[src/rtl/r2sdf_ctrl.sv]
// r2sdf_ctrl -- sequencing controller for a radix-2 single-delay-feedback FFT
// pipeline of 2^N points. Owns the pipeline advance enable, per-stage
// butterfly/bypass selects and twiddle addresses, frames the input stream,
// drains the pipeline with zero padding after the last frame and tags the
// output bins.
// Optional feature: define R2SDF_CTRL_BITREV_EN to report out_idx as the
// natural frequency bin (bit-reversed output counter) instead of arrival order.
`timescale 1ns/1ps

module r2sdf_ctrl #(
  parameter int N = 3
) (
  input  logic               clk,
  input  logic               rst_n,
  input  logic               in_valid,
  input  logic               in_last,
  output logic               in_ready,
  output logic               stage_en,
  output logic               zero_in,
  output logic [N-1:0]       bf_sel,
  output logic [N*(N-1)-1:0] tw_addr,
  output logic               out_valid,
  output logic [N-1:0]       out_idx,
  output logic               out_last,
  output logic               frame_err
);

  localparam int          FFT_LEN = 1 << N;
  localparam int          LAT     = FFT_LEN - 1 + N;
  localparam logic [15:0] LAT16   = 16'(LAT);

  typedef enum logic [1:0] {IDLE, RUN, DRAIN} state_t;

  state_t       state, state_nxt;
  logic [15:0]  m_cnt;      // master advance counter
  logic [15:0]  o_cnt;      // output bin counter
  logic [15:0]  q_cnt;      // accepted sample counter
  logic [15:0]  total;      // samples incl. zero pad, fixed when in_last is taken
  logic [15:0]  drain_cnt;  // remaining DRAIN cycles minus one
  logic [15:0]  q_nxt;
  logic [N-1:0] pad;
  logic         accept, last_acc, drain_done, in_range;

  // Offset of stage s: sum over earlier stages of (delay + 1 register).
  function automatic int stage_off(input int s);
    int acc;
    acc = 0;
    for (int j = 1; j < s; j++) acc += (1 << (N - j)) + 1;
    return acc;
  endfunction

  assign accept     = in_valid & in_ready;
  assign last_acc   = accept & in_last;
  assign q_nxt      = q_cnt + 16'd1;
  // Zeros needed to complete the current frame once the last sample is in.
  assign pad        = '0 - q_nxt[N-1:0];
  assign drain_done = (state == DRAIN) && (drain_cnt == 16'd0);
  assign in_range   = (state != DRAIN) || (o_cnt < total);

  // State register.
  always_ff @(posedge clk or negedge rst_n) begin
    // NOTE: registers are written with non-blocking assignments so every
    // flop samples the pre-edge values of the others, independent of order.
    if (!rst_n) state <= IDLE;
    else        state <= state_nxt;
  end

  // Next-state logic.
  always_comb begin
    // NOTE: default first so every path assigns state_nxt and no latch forms.
    state_nxt = state;
    unique case (state)
      IDLE:    if (accept)     state_nxt = in_last ? DRAIN : RUN;
      RUN:     if (last_acc)   state_nxt = DRAIN;
      DRAIN:   if (drain_done) state_nxt = IDLE;
      default:                 state_nxt = IDLE;
    endcase
  end

  // FSM outputs: handshake, advance enable, zero feed and output tagging.
  always_comb begin
    in_ready  = (state != DRAIN);
    zero_in   = (state == DRAIN);
    stage_en  = (in_valid & in_ready) | zero_in;
    out_valid = stage_en & (m_cnt >= LAT16) & in_range;
    out_last  = out_valid & (o_cnt[N-1:0] == {N{1'b1}});
  end

  // Counters, frame bookkeeping and the sticky framing error.
  always_ff @(posedge clk or negedge rst_n) begin
    if (!rst_n) begin
      m_cnt     <= '0;
      o_cnt     <= '0;
      q_cnt     <= '0;
      total     <= '0;
      drain_cnt <= '0;
      frame_err <= 1'b0;
    end else if (drain_done) begin
      m_cnt <= '0;
      o_cnt <= '0;
      q_cnt <= '0;
      total <= '0;
    end else begin
      if (stage_en)  m_cnt <= m_cnt + 16'd1;
      if (out_valid) o_cnt <= o_cnt + 16'd1;
      if (accept)    q_cnt <= q_nxt;
      if (last_acc) begin
        total     <= q_nxt + 16'(pad);
        drain_cnt <= 16'(pad) + LAT16 - 16'd1;
        if (q_nxt[N-1:0] != '0) frame_err <= 1'b1;
      end else if (state == DRAIN) begin
        drain_cnt <= drain_cnt - 16'd1;
      end
    end
  end

`ifdef R2SDF_CTRL_BITREV_EN
  // Natural frequency bin: bit-reverse of the arrival position in the frame.
  always_comb begin
    out_idx = '0;
    for (int i = 0; i < N; i++) out_idx[i] = o_cnt[N-1-i];
  end
`else
  // Arrival order; reordering is left to downstream logic.
  always_comb begin
    out_idx = o_cnt[N-1:0];
  end
`endif

  // Per-stage decode. Only bits [N-s:0] of the local count matter for stage s:
  // bit N-s selects the mode and the bits below it index the twiddle table.
  // Selects are held at zero when the pipeline does not advance.
  for (genvar s = 1; s <= N; s++) begin : g_stage
    localparam int OFF = stage_off(s);
    logic [N-s:0] c_loc;
    logic [N-2:0] tw;

    assign c_loc = m_cnt[N-s:0] - (N-s+1)'(OFF);

    if (s < N) begin : g_tw
      assign tw = (N-1)'(c_loc[N-s-1:0]) << (s - 1);
    end else begin : g_tw_zero
      assign tw = '0;
    end

    assign bf_sel[s-1]                  = stage_en & c_loc[N-s];
    assign tw_addr[(s-1)*(N-1) +: N-1] = (stage_en & ~c_loc[N-s]) ? tw : '0;
  end

endmodule
[config.mk]
export PLATFORM = sky130hd
export DESIGN_NAME = r2sdf_ctrl
export DESIGN_NICKNAME = d
export VERILOG_FILES = /design/src/rtl/r2sdf_ctrl.sv
export SDC_FILE = /design/constraint.sdc
export NUM_CORES = 1
export LEC_CHECK = 0
export BUFFER_PORTS_ARGS = -buffer_cell sky130_fd_sc_hd__buf_2
export CORE_MARGIN = 2
export CORE_UTILIZATION = 23
export CTS_CLUSTER_DIAMETER = 200
export DETAILED_ROUTE_END_ITERATION = 12
export PLACE_DENSITY = 0.46
export SYNTH_ARGS = -nofsm -noshare
export SYNTH_HDL_FRONTEND = slang
export SYNTH_SLANG_ARGS = --single-unit
[constraint.sdc]
create_clock -name clk -period 7.2 [get_ports clk]
set_clock_uncertainty 0.15 [all_clocks]
set_input_delay 1.44 -clock clk [delete_from_list [all_inputs] [get_ports clk]]
set_output_delay 1.44 -clock clk [all_outputs]
set_load 0.02 [all_outputs]
== Yosys cells after proc, flatten, opt, wreduce, memory -nomap -nowiden ==
Index checks and enable logic that the tools add are counted.
Storage, ports and cells
  word-level logic and storage cells: 69
  flip-flop bits (word level): 83
Cells by class
  add/sub/neg operators: 9
  magnitude comparators: 2
  equal/unequal tests: 7
  reductions and logical operators: 13
  bitwise logic cells: 14
  muxes and demuxes: 17
Operators by type and width (count)
  $mux W16: 10
  $add A16 B1 Y16 const B: 3
  $add A16 B3 Y16: 1
  $ge A16 B4 Y1 const B: 1
  $logic_not A16 Y1: 1
  $lt A16 B16 Y1: 1
  $sub A16 B1 Y16 const B: 1
  $mux W2: 6
  $and A1 B1 Y1: 10
  $reduce_bool A2 Y1: 5
  $ne A2 B2 Y1 const B: 3
  $pmux W2 S3: 1
  $reduce_and A3 Y1: 2
  $sub A5 B1 Y6 const B: 1
  $add A3 B4 Y5 const B: 1
  $eq A3 B3 Y1 const B: 1
  $not A1 Y1: 3
  $reduce_bool A3 Y1: 1
  $sub A1 B3 Y3 const A: 1
  $eq A2 B1 Y1 const B: 1
  $eq A2 B2 Y1 const B: 1
  $logic_not A2 Y1: 1
  $ne A2 B1 Y1 const B: 1
  $reduce_and A2 Y1: 1
  other kinds (4): 4

== Depth between registers and ports, before layout ==
  depth in word-level cells: 7
  gate-level depth with buffers: 10

== Worst setup path after synthesis ==
No wires, ideal clock.
  kind: in2out
  start: input port in_valid
  end: output port out_valid
  path buffers: 2
  arrival time: 2.853 ns
  required time: 5.610 ns
  stages: 6
  path slack: 2.757 ns
  cell sequence: clkbuf_1 > nor2_1 > a41oi_1 > o41ai_1 > clkbuf_1 > nor2_1
Between the ends
  cells in the longest elaborated chain, start to end: 4
RTL lines
  from (decl): line 15  | input logic in_valid,
  $and A1 B1 Y1: line 84  | stage_en = (in_valid & in_ready) | zero_in;
  $or A1 B1 Y1: line 84
  $and A1 B1 Y1 (2 in series): line 85  | out_valid = stage_en & (m_cnt >= LAT16) & in_range;
  to (decl): line 22  | output logic out_valid,
Every way passes these cells.

== Worst setup path after layout ==
Ends and elaborated chain as after synthesis.

==> reports/results.txt <==
DR WL met2 - 5221 um
worst hold path cell count - 1
Max-slew headroom - 0.2304
total grt overflow - 0
slew of the pin with the lowest slew margin - 1148 ps
RSZ-0062 raised after global routing - no
critical path capture point type - output port
Top Family by Delay on Critical Path - buffers and inverters
Synth top cells by count - dfrtp_1 (82), nor2_1 (56), nand2_1 (49)
number of CTS-inserted buffers - 9
Core ar. - 0.02196 mm^2
area grow syn2layout - 11.39%
Seq/Total Area, Yosys - 0.3967
worst min-delay path startpoint - state[1]$_DFFE_PN0P_
post-CTS setup buffers - 0
Longest Clk Path Bufs - 2
first-pass GRT wire length - 20290 um
Top Layer Used - met4
worst path arrival time - 2910 ps
dominant synthesized flop cell - dfrtp_1
hold endpoint - state[0]$_DFFE_PN0P_
dpl cell area - 0.005464 mm^2
Max IR drop VDD - 0.1088 mV
status - finished clean
RD Place Congestion - 0.7427
Yosys cell types - 58
cell with the most instances after synthesis - dfrtp_1
Final Hold Vio Count - 0
CTS Sinks - 82
H-tree levels - 3
Hold-fix buffers, CTS - 0
cell area after synthesis - 0.005172 mm^2
WP data required - 5610 ps
critical path's slowest cell - a41oi_1
# port buffers - 18
# diodes - 0
Ys Warns - 0
largest net degree at the start of global routing - 75
die width - 154.0 um
initial antenna violation count - 0
# IOs - 22
Post-Route WL - 11710 um
drt pass-1 iters - 5
Routed wire per std cell - 13.36 um
number of synthesized flops with an enable pin - 0
die footprint - 0.02371 mm^2
ys async rst share - 1.000
Final Cycle Share - 0.6250
WL met1 - 6029 um
Inst Count DP - 861
crit start category - input port
vias per cell - 4.686
post-synth top area share - 0.3967
CTS clk-pin slew, worst paths - 60 ps
layout cells sized above 1 - 0.08208
Final Cell Area - 0.005762 mm^2
row count - 54
Non-Filler Instances - 877
DR vias - 4110
Fill cells - 2328
Tot GR Track Use - 0.1045
clk root buf - clkbuf_16
die height - 154.0 um
met3 routed WL - 303 um
top cells by area, synth - dfrtp_1 (40%), ha_1 (6.8%), xnor2_1 (4.7%)
number of global-route vias before repair - 4023
starting density of the core - 0.2356
Post-Syn Instances - 598
DR DRC count - 0
Post-DRT Antenna Nets - 0
Setup Viol. Count Final - 0
Final Core Density - 0.2624
Max FO, Critical Path - 18
TritonCTS clock tree - yes
slowest cell delay on critical path - 340 ps
worst reg2reg path depth - 7
nets - 624
post-synth top area cell - dfrtp_1
min cycle time layout - 4500 ps
overall power - 1.917 mW
post-detailed-placement half-perimeter wirelength - 8141 um
worst min-delay path class - register to register
Avg Cell Area, Syn - 8.650 um^2
number of gates resized after CTS - 0
worst path bufs/invs - 3
Fin Setup TNS - 0 ps
critical path class - input port to output port
Critical R2R Launch - drain_cnt[9]$_DFFE_PN0P_
PD cells - 332.6 mW/mm^2
fmax - 222.2 MHz
CP Cell Sequence - buf_2 -> nor2_1 -> a41oi_1 -> o41ai_2 -> buf_4 -> nor2_1 -> buf_2
Max Slew Vio Count - 0
DR iter-0 viols - 128
Yosys reg bits - 82
Worst-Skew Late Latency - 340 ps
LEAKAGE - 2.337 nW
R2R Path End - q_cnt[8]$_DFFE_PN0P_
worst reg-to-reg setup slack - 3410 ps
Max-cap violations - 0
## cell usage in the layout, fill, tap and decap left out, types with 14 or more instances in the layout
| cell | netlist | layout |
|---|---|---|
| dfrtp_1 | 82 | 82 |
| xor2_1 | 14 | 14 |
| nor2_1 | 56 | 56 |
| nor4_1 | 14 | 14 |
| buf_2 | 7 | 17 |
| ha_1 | 28 | 28 |
| nand3_1 | 33 | 33 |
| nand2_1 | 49 | 49 |
| inv_1 | 35 | 35 |
| xnor2_1 | 28 | 28 |
| a21oi_1 | 29 | 29 |
| o21ai_0 | 39 | 39 |
| nand4_1 | 17 | 17 |
## per-stage QoR
step                setup WS, ps  hold slack [ps]
global route                2467            343.2
CTS                         2677            307.2
detailed placement          2676            298.5
finish                      2700            305.9
global placement            2715            295.3
floorplan                   2757            269.0
## power breakdown
group | leakage (nW) | internal, mW | switching [mW] | total (mW)
combinational | 1.13 | 0.289 | 0.452 | 0.741
sequential | 1.06 | 0.573 | 0.143 | 0.716
clock | 0.150 | 0.265 | 0.194 | 0.459
## worst register-to-register path, stage by stage, from the launching register on
cell	delay, ps
dfrtp_1	390
or4_4	570
or4_1	640
nor3_2	960
buf_4	470
nor2_1	180
o21ai_0	190
o31ai_1	90
## cell families (layout without fill, tap and decap cells)
kind of cell,count (synthesis),count (layout),share of synthesized area
and+or+nand+nor,235,235,0.2305
AOI/OAI and AO/OA,123,123,0.1480
other,1,3,0.0007250
adders and majority gates,28,28,0.06773
buffers and inverters,77,74,0.06579
muxes,10,10,0.01935
DFF,82,82,0.3967
xor gates and xnor gates,42,42,0.07112
## worst max path at each step
stage / start / to / slack [ps] / cells after the start
finish: in_valid / out_valid / 2700 / 7
global route: state[0]$_DFFE_PN0P_ / out_valid / 2470 / 8
CTS: in_valid / out_valid / 2680 / 7
detailed placement: in_valid / out_valid / 2680 / 7
global placement: in_valid / out_valid / 2720 / 7
floorplan: in_valid / out_valid / 2760 / 6
## sequential cells by signal, summed over array words and instances, names as in the netlist
name and cells:
o_cnt 16, q_cnt 16, drain_cnt 16, total 15, m_cnt 16, frame_err 1
state 2
## routing by layer
metal  global-route usage  vias up
met5                    0        -
met4              0.03338        0
met3              0.02114       10
met2               0.1663       45
met1               0.1421     1948
li1                     -     2107
## layout make-up
| type | instances | area (um^2) | share of cell area |
|---|---|---|---|
| multi-input cells | 441 | 2800 | 0.4860 |
| flip-flops and latches | 82 | 2052 | 0.3561 |
| well taps | 280 | 350.3 | 0.06080 |
| clock buffers | 12 | 266.5 | 0.04625 |
| inverters | 35 | 131.4 | 0.02280 |
| repair buffers | 23 | 130.1 | 0.02258 |
| clock inverters | 4 | 31.28 | 0.005429 |
Note: power is estimated with default switching activity, not from simulation.
